File: src/rtl/debug_unit_pkg.sv
// Shared constants and state encoding for the UART debug unit.
// Command codes, program terminator and FSM states.
package debug_unit_pkg;

  localparam int ADDRWIDTH = 10;

  localparam logic [7:0] CMD_LOAD = 8'h4C;
  localparam logic [7:0] CMD_CONT = 8'h43;
  localparam logic [7:0] CMD_STEP = 8'h53;

  localparam logic [31:0] HALT_WORD = 32'hFFFF_FFFF;

  typedef enum logic [3:0] {
    ST_IDLE,
    ST_LOAD_RX,
    ST_LOAD_WR,
    ST_RUN,
    ST_STEP,
    ST_DUMP_SETUP,
    ST_DUMP_READ,
    ST_DUMP_TX,
    ST_DUMP_TXWAIT
  } state_t;

endpackage

File: src/rtl/debug_unit_if.sv
// UART and pipeline-side signal bundle of the debug unit.
// master = debug unit side, slave = UART/pipeline side.
interface debug_unit_if #(
  parameter int NB_DATA = 32,
  parameter int NB_BYTE = 8,
  parameter int NB_REG  = 5,
  parameter int AW      = debug_unit_pkg::ADDRWIDTH
);
  logic [NB_BYTE-1:0] i_rx_data;
  logic               i_rx_done;
  logic               i_tx_done;
  logic [NB_BYTE-1:0] o_tx_data;
  logic               o_tx_start;
  logic [AW-1:0]      i_pc;
  logic [NB_DATA-1:0] i_data_reg;
  logic [NB_DATA-1:0] i_data_mem;
  logic               i_halt;
  logic [NB_DATA-1:0] o_im_data;
  logic [AW-1:0]      o_im_addr;
  logic               o_im_enable_write;
  logic               o_en_read;
  logic               o_enable_pipe;
  logic               o_debug_unit;
  logic [NB_REG-1:0]  o_br_addr;
  logic               o_br_enable;
  logic [AW-1:0]      o_dm_addr;
  logic               o_dm_enable;
  logic               o_dm_enable_addr;

  modport master (
    input  i_rx_data, i_rx_done, i_tx_done,
    input  i_pc, i_data_reg, i_data_mem, i_halt,
    output o_tx_data, o_tx_start,
    output o_im_data, o_im_addr, o_im_enable_write,
    output o_en_read, o_enable_pipe, o_debug_unit,
    output o_br_addr, o_br_enable,
    output o_dm_addr, o_dm_enable, o_dm_enable_addr
  );

  modport slave (
    output i_rx_data, i_rx_done, i_tx_done,
    output i_pc, i_data_reg, i_data_mem, i_halt,
    input  o_tx_data, o_tx_start,
    input  o_im_data, o_im_addr, o_im_enable_write,
    input  o_en_read, o_enable_pipe, o_debug_unit,
    input  o_br_addr, o_br_enable,
    input  o_dm_addr, o_dm_enable, o_dm_enable_addr
  );

endinterface

File: src/rtl/debug_unit_word_serializer.sv
// Holds one dump word and presents it byte by byte, MSB first.
// o_done pulses on the handshake that retires the last byte.
module word_serializer #(
  parameter int NB_DATA = 32,
  parameter int NB_BYTE = 8
) (
  input  logic               i_clock,
  input  logic               i_reset,
  input  logic               i_load,
  input  logic [NB_DATA-1:0] i_word,
  input  logic               i_next,
  output logic [NB_BYTE-1:0] o_byte,
  output logic               o_done
);
  localparam int N_BYTES = NB_DATA / NB_BYTE;
  localparam int NB_CNT  = $clog2(N_BYTES);

  logic [NB_DATA-1:0] r_shift;
  logic [NB_CNT-1:0]  r_cnt;
  logic               w_last;

  assign w_last = (r_cnt == NB_CNT'(N_BYTES - 1));
  assign o_byte = r_shift[NB_DATA-1 -: NB_BYTE];
  assign o_done = i_next && w_last;

  always_ff @(posedge i_clock) begin
    if (i_reset) begin
      r_shift <= '0;
      r_cnt   <= '0;
    end else if (i_load) begin
      r_shift <= i_word;
      r_cnt   <= '0;
    end else if (i_next) begin
      r_shift <= r_shift << NB_BYTE;
      r_cnt   <= w_last ? '0 : r_cnt + NB_CNT'(1);
    end
  end

endmodule

File: src/rtl/debug_unit.sv
// UART debug controller: loads IM, runs/steps the pipeline,
// then streams PC, register file and data memory back out.
module debug_unit #(
  parameter int NB_DATA    = 32,
  parameter int NB_BYTE    = 8,
  parameter int NB_REG     = 5,
  parameter int N_REGISTER = 32,
  parameter int N_DM_WORDS = 32,
  parameter logic [NB_DATA-1:0] HALT_WORD = debug_unit_pkg::HALT_WORD
) (
  input logic          i_clock,
  input logic          i_reset,
  debug_unit_if.master bus
);
  import debug_unit_pkg::*;

  localparam int N_WORDS  = N_REGISTER + N_DM_WORDS + 1;
  localparam int NB_WIDX  = $clog2(N_WORDS);
  localparam int NB_IMIDX = ADDRWIDTH - 2;

  state_t r_state;
  state_t w_next;

  logic [1:0]          r_bcnt;
  logic [NB_DATA-1:0]  r_word;
  logic [NB_IMIDX-1:0] r_im_idx;
  logic [NB_WIDX-1:0]  r_widx;
  logic                r_halted;

  logic w_is_load, w_is_cont, w_is_step, w_accept_load;
  logic w_is_reg, w_is_dm, w_last_word;
  logic w_ser_next, w_ser_done;
  logic [NB_BYTE-1:0]   w_ser_byte;
  logic [NB_DATA-1:0]   w_dump_word;
  logic [NB_REG-1:0]    w_reg_idx;
  logic [ADDRWIDTH-1:0] w_dm_addr;

  assign w_is_load = (bus.i_rx_data == CMD_LOAD);
  assign w_is_cont = (bus.i_rx_data == CMD_CONT);
  assign w_is_step = (bus.i_rx_data == CMD_STEP);
  assign w_accept_load = (r_state == ST_IDLE) && bus.i_rx_done && w_is_load;

  // dump word 0 is the PC, then registers, then DM words
  assign w_is_reg = (r_widx != '0) && (r_widx <= NB_WIDX'(N_REGISTER));
  assign w_is_dm  = (r_widx > NB_WIDX'(N_REGISTER));
  assign w_last_word = (r_widx == NB_WIDX'(N_WORDS - 1));
  assign w_reg_idx = NB_REG'(r_widx - NB_WIDX'(1));
  assign w_dm_addr =
    ADDRWIDTH'({r_widx - NB_WIDX'(N_REGISTER + 1), 2'b00});

  always_comb begin
    w_dump_word = NB_DATA'(bus.i_pc);
    if (w_is_dm)
      w_dump_word = bus.i_data_mem;
    else if (w_is_reg)
      w_dump_word = bus.i_data_reg;
  end

  assign w_ser_next = (r_state == ST_DUMP_TXWAIT) && bus.i_tx_done;

  word_serializer #(
    .NB_DATA (NB_DATA),
    .NB_BYTE (NB_BYTE)
  ) u_ser (
    .i_clock (i_clock),
    .i_reset (i_reset),
    .i_load  (r_state == ST_DUMP_READ),
    .i_word  (w_dump_word),
    .i_next  (w_ser_next),
    .o_byte  (w_ser_byte),
    .o_done  (w_ser_done)
  );

  always_ff @(posedge i_clock) begin
    if (i_reset) r_state <= ST_IDLE;
    else         r_state <= w_next;
  end

  always_comb begin
    w_next = r_state;
    unique case (r_state)
      ST_IDLE: begin
        if (bus.i_rx_done) begin
          unique case (1'b1)
            w_is_load: w_next = ST_LOAD_RX;
            w_is_cont: w_next = r_halted ? ST_IDLE : ST_RUN;
            w_is_step: w_next = r_halted ? ST_IDLE : ST_STEP;
            default:   w_next = ST_IDLE;
          endcase
        end
      end
      ST_LOAD_RX:
        if (bus.i_rx_done && r_bcnt == 2'd3) w_next = ST_LOAD_WR;
      ST_LOAD_WR:
        w_next = (r_word == HALT_WORD) ? ST_IDLE : ST_LOAD_RX;
      ST_RUN:
        if (bus.i_halt) w_next = ST_DUMP_SETUP;
      ST_STEP:       w_next = ST_DUMP_SETUP;
      ST_DUMP_SETUP: w_next = ST_DUMP_READ;
      ST_DUMP_READ:  w_next = ST_DUMP_TX;
      ST_DUMP_TX:    w_next = ST_DUMP_TXWAIT;
      ST_DUMP_TXWAIT: begin
        if (bus.i_tx_done) begin
          if (!w_ser_done)     w_next = ST_DUMP_TX;
          else if (w_last_word) w_next = ST_IDLE;
          else                 w_next = ST_DUMP_SETUP;
        end
      end
      default: w_next = ST_IDLE;
    endcase
  end

  always_ff @(posedge i_clock) begin
    if (i_reset) begin
      r_bcnt   <= '0;
      r_word   <= '0;
      r_im_idx <= '0;
      r_widx   <= '0;
      r_halted <= 1'b0;
    end else begin
      if (w_accept_load) begin
        r_halted <= 1'b0;
        r_im_idx <= '0;
        r_bcnt   <= '0;
      end else if (bus.i_halt) begin
        r_halted <= 1'b1;
      end
      if (r_state == ST_LOAD_RX && bus.i_rx_done) begin
        r_word <= {r_word[NB_DATA-NB_BYTE-1:0], bus.i_rx_data};
        r_bcnt <= (r_bcnt == 2'd3) ? 2'd0 : r_bcnt + 2'd1;
      end
      if (r_state == ST_LOAD_WR && r_im_idx != '1)
        r_im_idx <= r_im_idx + NB_IMIDX'(1);
      if (r_state == ST_STEP || (r_state == ST_RUN && bus.i_halt))
        r_widx <= '0;
      else if (w_ser_next && w_ser_done && !w_last_word)
        r_widx <= r_widx + NB_WIDX'(1);
    end
  end

  always_comb begin
    bus.o_tx_data         = '0;
    bus.o_tx_start        = 1'b0;
    bus.o_im_data         = '0;
    bus.o_im_addr         = '0;
    bus.o_im_enable_write = 1'b0;
    bus.o_en_read         = 1'b0;
    bus.o_enable_pipe     = 1'b0;
    bus.o_debug_unit      = 1'b0;
    bus.o_br_addr         = '0;
    bus.o_br_enable       = 1'b0;
    bus.o_dm_addr         = '0;
    bus.o_dm_enable       = 1'b0;
    bus.o_dm_enable_addr  = 1'b0;
    unique case (r_state)
      ST_LOAD_RX: bus.o_debug_unit = 1'b1;
      ST_LOAD_WR: begin
        bus.o_debug_unit      = 1'b1;
        bus.o_im_enable_write = 1'b1;
        bus.o_im_data         = r_word;
        bus.o_im_addr         = {r_im_idx, 2'b00};
      end
      ST_RUN: begin
        bus.o_enable_pipe = 1'b1;
        bus.o_en_read     = 1'b1;
      end
      ST_STEP: bus.o_enable_pipe = 1'b1;
      ST_DUMP_SETUP, ST_DUMP_READ: begin
        bus.o_debug_unit = 1'b1;
        if (w_is_reg) begin
          bus.o_br_addr   = w_reg_idx;
          bus.o_br_enable = (r_state == ST_DUMP_SETUP);
        end
        if (w_is_dm) begin
          bus.o_dm_addr        = w_dm_addr;
          bus.o_dm_enable      = (r_state == ST_DUMP_SETUP);
          bus.o_dm_enable_addr = (r_state == ST_DUMP_SETUP);
        end
      end
      ST_DUMP_TX: begin
        bus.o_debug_unit = 1'b1;
        bus.o_tx_start   = 1'b1;
        bus.o_tx_data    = w_ser_byte;
      end
      ST_DUMP_TXWAIT: begin
        bus.o_debug_unit = 1'b1;
        bus.o_tx_data    = w_ser_byte;
      end
      default: ;
    endcase
  end

endmodule

File: src/flat_wrapper.sv
// flat-port wrapper written by rule: the top's interface ports become plain ports
module debug_unit_flat import debug_unit_pkg::*;
#(
  parameter int NB_DATA    = 32,
  parameter int NB_BYTE    = 8,
  parameter int NB_REG     = 5,
  parameter int N_REGISTER = 32,
  parameter int N_DM_WORDS = 32,
  parameter logic [NB_DATA-1:0] HALT_WORD = debug_unit_pkg::HALT_WORD
)
  (i_clock, i_reset, bus_i_rx_data, bus_i_rx_done, bus_i_tx_done, bus_i_pc, bus_i_data_reg, bus_i_data_mem, bus_i_halt, bus_o_tx_data, bus_o_tx_start, bus_o_im_data, bus_o_im_addr, bus_o_im_enable_write, bus_o_en_read, bus_o_enable_pipe, bus_o_debug_unit, bus_o_br_addr, bus_o_br_enable, bus_o_dm_addr, bus_o_dm_enable, bus_o_dm_enable_addr);
  debug_unit_if #(.NB_DATA(NB_DATA), .NB_BYTE(NB_BYTE), .NB_REG(NB_REG)) bus_i ();
  input logic i_clock;
  input logic i_reset;
  input wire logic [$bits(bus_i.i_rx_data)-1:0] bus_i_rx_data;
  input wire logic [$bits(bus_i.i_rx_done)-1:0] bus_i_rx_done;
  input wire logic [$bits(bus_i.i_tx_done)-1:0] bus_i_tx_done;
  input wire logic [$bits(bus_i.i_pc)-1:0] bus_i_pc;
  input wire logic [$bits(bus_i.i_data_reg)-1:0] bus_i_data_reg;
  input wire logic [$bits(bus_i.i_data_mem)-1:0] bus_i_data_mem;
  input wire logic [$bits(bus_i.i_halt)-1:0] bus_i_halt;
  output wire logic [$bits(bus_i.o_tx_data)-1:0] bus_o_tx_data;
  output wire logic [$bits(bus_i.o_tx_start)-1:0] bus_o_tx_start;
  output wire logic [$bits(bus_i.o_im_data)-1:0] bus_o_im_data;
  output wire logic [$bits(bus_i.o_im_addr)-1:0] bus_o_im_addr;
  output wire logic [$bits(bus_i.o_im_enable_write)-1:0] bus_o_im_enable_write;
  output wire logic [$bits(bus_i.o_en_read)-1:0] bus_o_en_read;
  output wire logic [$bits(bus_i.o_enable_pipe)-1:0] bus_o_enable_pipe;
  output wire logic [$bits(bus_i.o_debug_unit)-1:0] bus_o_debug_unit;
  output wire logic [$bits(bus_i.o_br_addr)-1:0] bus_o_br_addr;
  output wire logic [$bits(bus_i.o_br_enable)-1:0] bus_o_br_enable;
  output wire logic [$bits(bus_i.o_dm_addr)-1:0] bus_o_dm_addr;
  output wire logic [$bits(bus_i.o_dm_enable)-1:0] bus_o_dm_enable;
  output wire logic [$bits(bus_i.o_dm_enable_addr)-1:0] bus_o_dm_enable_addr;
  assign bus_i.i_rx_data = bus_i_rx_data;
  assign bus_i.i_rx_done = bus_i_rx_done;
  assign bus_i.i_tx_done = bus_i_tx_done;
  assign bus_i.i_pc = bus_i_pc;
  assign bus_i.i_data_reg = bus_i_data_reg;
  assign bus_i.i_data_mem = bus_i_data_mem;
  assign bus_i.i_halt = bus_i_halt;
  assign bus_o_tx_data = bus_i.o_tx_data;
  assign bus_o_tx_start = bus_i.o_tx_start;
  assign bus_o_im_data = bus_i.o_im_data;
  assign bus_o_im_addr = bus_i.o_im_addr;
  assign bus_o_im_enable_write = bus_i.o_im_enable_write;
  assign bus_o_en_read = bus_i.o_en_read;
  assign bus_o_enable_pipe = bus_i.o_enable_pipe;
  assign bus_o_debug_unit = bus_i.o_debug_unit;
  assign bus_o_br_addr = bus_i.o_br_addr;
  assign bus_o_br_enable = bus_i.o_br_enable;
  assign bus_o_dm_addr = bus_i.o_dm_addr;
  assign bus_o_dm_enable = bus_i.o_dm_enable;
  assign bus_o_dm_enable_addr = bus_i.o_dm_enable_addr;
  debug_unit #(.NB_DATA(NB_DATA), .NB_BYTE(NB_BYTE), .NB_REG(NB_REG), .N_REGISTER(N_REGISTER), .N_DM_WORDS(N_DM_WORDS), .HALT_WORD(HALT_WORD)) u_core (.i_clock(i_clock), .i_reset(i_reset), .bus(bus_i));
endmodule
File: config.mk
export PLATFORM = sky130hd
export DESIGN_NAME = debug_unit_flat
export DESIGN_NICKNAME = d
export VERILOG_FILES = /design/src/rtl/debug_unit_pkg.sv /design/src/rtl/debug_unit_if.sv /design/src/rtl/debug_unit_word_serializer.sv /design/src/rtl/debug_unit.sv /design/src/flat_wrapper.sv
export SDC_FILE = /design/constraint.sdc
export NUM_CORES = 1
export LEC_CHECK = 0
export BUFFER_PORTS_ARGS = -buffer_cell sky130_fd_sc_hd__buf_2
export CAP_MARGIN = 20
export CORE_ASPECT_RATIO = 0.5
export CORE_MARGIN = 3
export CORE_UTILIZATION = 46
export DETAILED_ROUTE_END_ITERATION = 12
export PLACE_DENSITY_LB_ADDON = 0.25
export SLEW_MARGIN = 20
export SYNTH_ARGS = -nofsm -noshare
export SYNTH_HDL_FRONTEND = slang
export SYNTH_SLANG_ARGS = --single-unit
File: constraint.sdc
create_clock -name i_clock -period 2.3 [get_ports i_clock]
set_input_delay 0.23 -clock i_clock [delete_from_list [all_inputs] [get_ports i_clock]]
set_output_delay 0.23 -clock i_clock [all_outputs]
set_load 0.01 [all_outputs]
---- Word level (Yosys, flattened, before mapping) ----
Index checks and enable logic that the tools add are counted.
word-level totals
  bits in registers ....................... 88
  output and inout port bits .............. 73
  word-level logic and storage cells ...... 99
operators by class
  $add $sub $neg .......................... 6
  $lt $le $gt $ge ......................... 2
  equal/unequal tests ..................... 20
  multiplexer cells ....................... 37
  reduce and logical (&&, ||, !) cells .... 26
operators with widths
  kind                                                            count
  two-way mux 32 bit                                              5
  case mux 4 bit (9 select lines)                                 1
  == test 32 bit, second input constant                           1
  == test 8 x 7 -> 1 bit, second input constant                   3
  two-way mux 8 bit                                               3
  two-way mux 10 bit                                              2
  two-way mux 4 bit                                               5
  == test 4 x 3 -> 1 bit, second input constant                   4
  case mux 4 bit (3 select lines)                                 1
  OR reduction 2 bit                                              6
  logical AND 1 bit                                               11
  two-way mux 1 bit                                               10
  two-way mux 2 bit                                               5
  two-way mux 5 bit                                               2
  two-way mux 9 bit                                               1
  adder 8 x 1 -> 8 bit, second input constant                     1
  == test 4 x 2 -> 1 bit, second input constant                   2
  inequality test 8 bit, second input constant                    1
  adder 7 x 1 -> 7 bit, second input constant                     1
  == test 7 bit, second input constant                            1
  > comparator 7 x 6 -> 1 bit, second input constant              1
  less-or-equal comparator 7 x 6 -> 1 bit, second input constant  1
  nonzero test 7 bit                                              1
  subtractor 7 x 6 -> 7 bit, second input constant                1
  14 further kinds                                                21

---- Logic depth before layout (Yosys ltp) ----
  word-level depth ........................ 6
  mapped depth ............................ 9

---- Modules after synthesis ----
From an unflattened synthesis, not the netlist that was laid out.
second synthesis, totals
  cell total of the unflattened synthesis .. 693
  area total of the unflattened synthesis .. 5166.2 um^2
modules (own cells, without submodules)
  module           instances  cells an instance  area each (um^2)  seq. area each (um^2)
  debug_unit       1          533                3577.2            1081.0
  word_serializer  1          160                1589.0            680.7

---- Worst setup path after synthesis ----
OpenSTA, ideal clock, no wires.
  path type ............................... register -> output
  start point ............................. reg u_core.r_widx[0]
  end point ............................... out bus_o_br_addr[0]
  arrival ................................. 2.040 ns
  slack ................................... 0.030 ns
  stages on the path, launching flop included .. 9
  path buffers ............................ 2
  cell sequence ........................... dfxtp_1 > inv_1 > ha_1 > or4b_4 > a21oi_2 > clkbuf_1 > buf_2 > nand3_1 > nor2_1
between the ends
  longest elaborated chain between the ends .. 4
RTL lines
  element                                                                        line                text
  from (decl)                                                                    debug_unit.sv:27    logic [NB_WIDX-1:0] r_widx;
  from (signal assigned)                                                         debug_unit.sv:137   r_widx <= r_widx + NB_WIDX'(1);
  less-or-equal comparator 7 x 6 -> 1 bit or nonzero test 7 bit (tied branches)  debug_unit.sv:44    assign w_is_reg = (r_widx != '0) && (r_widx <= NB_WIDX'(N_REGISTER));
  logical AND 1 bit                                                              debug_unit.sv:44
  two-way mux 5 bit (*)                                                          debug_unit.sv:170   if (w_is_reg) begin
  two-way mux 5 bit (*)                                                          debug_unit.sv:155   unique case (r_state)
  to (decl)                                                                      flat_wrapper.sv:30  output wire logic [$bits(bus_i.o_br_addr)-1:0] bus_o_br_addr;
Mark *: on every way between the ends. The rest lies on a longest branch, timed or not.

---- Worst setup path after layout ----
  start point ............................. reg u_core.r_widx[1]
  end point ............................... reg u_core.u_ser.r_shift[8]
between the ends
  longest elaborated chain between the ends .. 5
RTL lines
  element                                                                        line                              text
  less-or-equal comparator 7 x 6 -> 1 bit or nonzero test 7 bit (tied branches)  debug_unit.sv:44
  logical AND 1 bit                                                              debug_unit.sv:44
  two-way mux 32 bit                                                             debug_unit.sv:55                  else if (w_is_reg)
  two-way mux 32 bit (*)                                                         debug_unit.sv:53                  if (w_is_dm)
  two-way mux 32 bit (*)                                                         debug_unit_word_serializer.sv:30  end else if (i_load) begin
  to (signal assigned)                                                           debug_unit_word_serializer.sv:31  r_shift <= i_word;
  to (signal assigned)                                                           debug_unit_word_serializer.sv:34  r_shift <= r_shift << NB_BYTE;
  to (decl)                                                                      debug_unit_word_serializer.sv:18  logic [NB_DATA-1:0] r_shift;
Marked as above.
A chain may end at the register's enable or synchronous reset.

==> out/metrics.csv <==
stage;metric;value;unit
status;status;finished with violations;
status;failing checks;negative setup slack;
critical_path;crit start category;register;
global_routing;grt total ovfl;0;
power_and_ir_drop;LEAKAGE;2.81;nW
floorplan;Die X-Extent;151;um
hold_path;WHS Path Cells;3;
yosys;EDFF count, synth;0;
yosys;Seq/Total Area, Yosys;36.3;%
route;1st-iter DRT viols;386;
finish;FILL cells;877;
placement;Port Buf Inserts;154;
critical_path;Reg2Reg Depth;9;
power_and_ir_drop;Worst VDD drop;0.376;mV
placement;placed cells;909;
critical_path;Reg-to-Reg Start;u_core.r_widx[1]$_SDFFE_PP0P_;
yosys;post-synth top area share;36.3;%
hold_path;worst hold path class;input pin to register;
timing;Final setup viols;9;
timing;worst-case headroom to the max-slew limit;43.2;%
timing;Worst Clk Skew;0.00553;ns
clock_network;CTS root buf;clkbuf_16;
hold_path;Hold Crit Start;bus_i_rx_data[6];
critical_path;Buf+Inv Stages, Crit Path;3;
critical_path;CP cell instances;inv_2 -> ha_2 -> or4b_4 -> or3_4 -> buf_12 -> buf_8 -> mux2_4 -> nor3_2 -> a2111oi_0;
global_routing;vias in the first global route;4736;
clock_network;clk sinks;88;
floorplan;Starting Density;49.2;%
yosys;top cell type by total area after synthesis;dfxtp_1;
power_and_ir_drop;Pwr Density;502;nW/um2
finish;share of cells above drive strength 1;32.2;%
global_routing;pin count of the biggest net entering global routing;52;
timing;Hold Fails Final Rpt;0;
yosys;Synth top cells by count;nand2_1 (133), dfxtp_1 (88), a21oi_1 (57);
timing;measured slew at the worst slew-check pin;0.845;ns
yosys;FFs w/ async S/R, synth;0;%
yosys;ys flop type;dfxtp_1;
route;Routed Antenna Nets;0;
timing;fmax;419;MHz
critical_path;worst-path maximum fanout;6;
route;routed vias/inst;5.61;
critical_path;Crit Path Class;register to register;
yosys;synthesized area;4850;um2
clock_network;TritonCTS Buffers;9;
floorplan;total core area;9850;um2
placement;post-DP HPWL;9.73;mm
route;detailed-route via count;5242;
job;max_cap viols;0;
yosys;synth unique cells;52;
clock_network;maximum root-to-sink buffer count;2;
placement;GP Congestion;0.846;
power_and_ir_drop;total power;3.24;mW
yosys;top area cells in the synthesized netlist;dfxtp_1 (36%), nand2_1 (10%), and2_1 (6.4%);
critical_path;Crit path max-delay family;simple AND/OR/NAND/NOR gates;
critical_path;Crit-path slowest cell;or4b_4;
critical_path;crit path capture type;register;
finish;fin nets;887;
critical_path;Worst R2R End;u_core.u_ser.r_shift[8]$_SDFFE_PP0P_;
global_routing;initial antenna violation count;0;
clock_network;CTS tree;built;
finish;Area Growth Syn to Fin;33.1;%
clock_network;Clk pin slew, worst setup/hold paths;0.06;ns
route;DRC;0;
global_routing;GR Util All Layers;23.0;%
timing;Final Max Tran Viols;0;
floorplan;die area;11900;um2
clock_network;clock network latency to the later pin of the worst-skew pair;0.34;ns
floorplan;Die Span Y;78.6;um
hold_path;Hold Path End;u_core.r_word[6]$_SDFFE_PP0P_;
route;Avg WL per Cell;15.6;um
critical_path;Max stage delay on crit path;0.46;ns
clock_network;CTS H-tree depth;3;
floorplan;Std-Cell Rows;25;
critical_path;crit path DAT;2.61;ns
timing;RSZ-0062 raised after global routing;true;
timing;period utilization;104;%
route;WL final;14.5;mm
finish;Post-Layout Cell Count;934;
global_routing;first-pass GRT wire length;22.5;mm
yosys;synthesized area per cell;7.53;um2
yosys;Cells after Synth;644;
critical_path;reg2reg setup slack;-0.08;ns
route;drt pass-1 iters;5;
yosys;Yosys warnings;0;
yosys;#FFs+latches synth;88;
finish;n_diodes;0;
clock_network;CTS Hold Buffers Added;0;
floorplan;number of I/O pins;160;
yosys;top-count cell post-synth;nand2_1;
timing;Tmin final;2.38;ns
critical_path;Critical Path RT;2.52;ns
timing;worst setup margin;-0.0848;ns
==> repair_timing <==
action	in CTS	in global routing
setup endpoints to repair	8	86
endpoints found under the hold margin	0	0
setup buffers	1	6
gates resized for setup	5	52
pin swaps	1	18
gates cloned	1	1
==> worst max path at each step <==
stage	from	endpoint	depth (start not counted)
after floorplan	u_core.r_widx[0]$_SDFFE_PP0P_	bus_o_br_addr[0]	8
after global placement	u_core.r_widx[0]$_SDFFE_PP0P_	u_core.u_ser.r_shift[9]$_SDFFE_PP0P_	8
after detailed placement	u_core.r_widx[0]$_SDFFE_PP0P_	u_core.u_ser.r_shift[9]$_SDFFE_PP0P_	8
after CTS	u_core.r_widx[1]$_SDFFE_PP0P_	bus_o_br_enable	8
after global routing	u_core.r_widx[1]$_SDFFE_PP0P_	u_core.u_ser.r_shift[13]$_SDFFE_PP0P_	9
final	u_core.r_widx[1]$_SDFFE_PP0P_	u_core.u_ser.r_shift[8]$_SDFFE_PP0P_	9
==> state kept, by name, summed over array words and instances (netlist names) <==
signal and count:
u_core.r_widx 7, u_core.r_word 32, u_core.u_ser.r_cnt 2, u_core.u_ser.r_shift 32, u_core.r_state 4, u_core.r_halted 1
u_core.r_im_idx 8, u_core.r_bcnt 2
==> logic make-up after synthesis <==
logic type                 Yosys count  share of synthesized area [%]
buffers and inverters               60                           5.49
DFF                                 88                           36.3
and+or+nand+nor                    324                           32.3
muxes                               14                           2.94
AOI/OAI and AO/OA                  142                           19.7
xor gates and xnor gates             9                           1.62
adders and majority gates            6                           1.55
other                                1                         0.0773
==> cells in the final DEF (no fill, tap or decap), types with 3 or more instances in the layout <==
| cell type | instances |
|---|---|
| nand2_1 | 131 |
| clkbuf_16 | 10 |
| buf_12 | 3 |
| or3_1 | 5 |
| dfxtp_1 | 84 |
| mux2i_1 | 12 |
| o21ai_0 | 10 |
| nand4_1 | 10 |
| xnor2_1 | 5 |
| a31oi_1 | 3 |
| and2_1 | 50 |
| a22o_1 | 8 |
| nand2b_1 | 6 |
| buf_4 | 25 |
| and3_1 | 21 |
| nor3_1 | 17 |
| inv_1 | 6 |
| dfxtp_2 | 4 |
| ha_1 | 5 |
| nand3b_1 | 3 |
| clkinv_2 | 3 |
| a211oi_2 | 20 |
| a311oi_1 | 23 |
| nor2_2 | 6 |
| conb_1 | 5 |
| nand3_1 | 13 |
| nor2_1 | 40 |
| buf_2 | 154 |
| and3_4 | 3 |
| xor2_1 | 4 |
| a21oi_1 | 57 |
==> power by group <==
| group | internal [mW] | switching, mW |
|---|---|---|
| Clock | 0.954 | 0.616 |
| Sequential | 1.52 | 0.00129 |
| Combinational | 0.0702 | 0.0784 |
==> layout make-up <==
class                           count  area (um2)  share of cell area, %
Multi-Input combinational cell    500        3060                   47.4
Sequential cell                    88        1770                   27.4
Clock buffer                        9         225                   3.49
Inverter                            8        30.0                  0.465
Tap cell                          135         169                   2.62
Timing Repair Buffer              187        1110                   17.2
Clock inverter                      7        92.6                   1.43
==> per-layer routing <==
| layer | part of all wire, % | global-route usage [%] | wire length (um) |
|---|---|---|---|
| met1 | 44 | 30.1 | 6430 |
| met2 | 48 | 38.6 | 6930 |
| met3 | 7.0 | 5.19 | 1010 |
| met4 | 1.1 | 5.52 | 162 |
| met5 | 0 | 0 | 0 |
==> worst reg2reg max path: stages (launching register included) <==
cell and delay, ns:
dfxtp_2 0.32, inv_2 0.05, ha_2 0.15, or4b_4 0.46
or3_4 0.43, buf_12 0.17, buf_8 0.13, mux2_4 0.20
nor3_2 0.03, a2111oi_0 0.33
==> metrics by stage <==
stage               TNS (ns)  utilization (%)  setup slack, ns  instance area (um2)  hold WS (ns)
CTS                  -0.0925             62.7          -0.0628                 6170         0.130
floorplan                  0                -           0.0299                 4870         0.366
finish                -0.258             65.5          -0.0848                 6460         0.140
detailed placement   -0.0148             58.8          -0.0131                 5790         0.464
global placement           0             58.8           0.0551                 5790         0.458
global route           -3.36             65.5           -0.145                 6460         0.144
No activity file was read; power rests on OpenSTA's default activity.
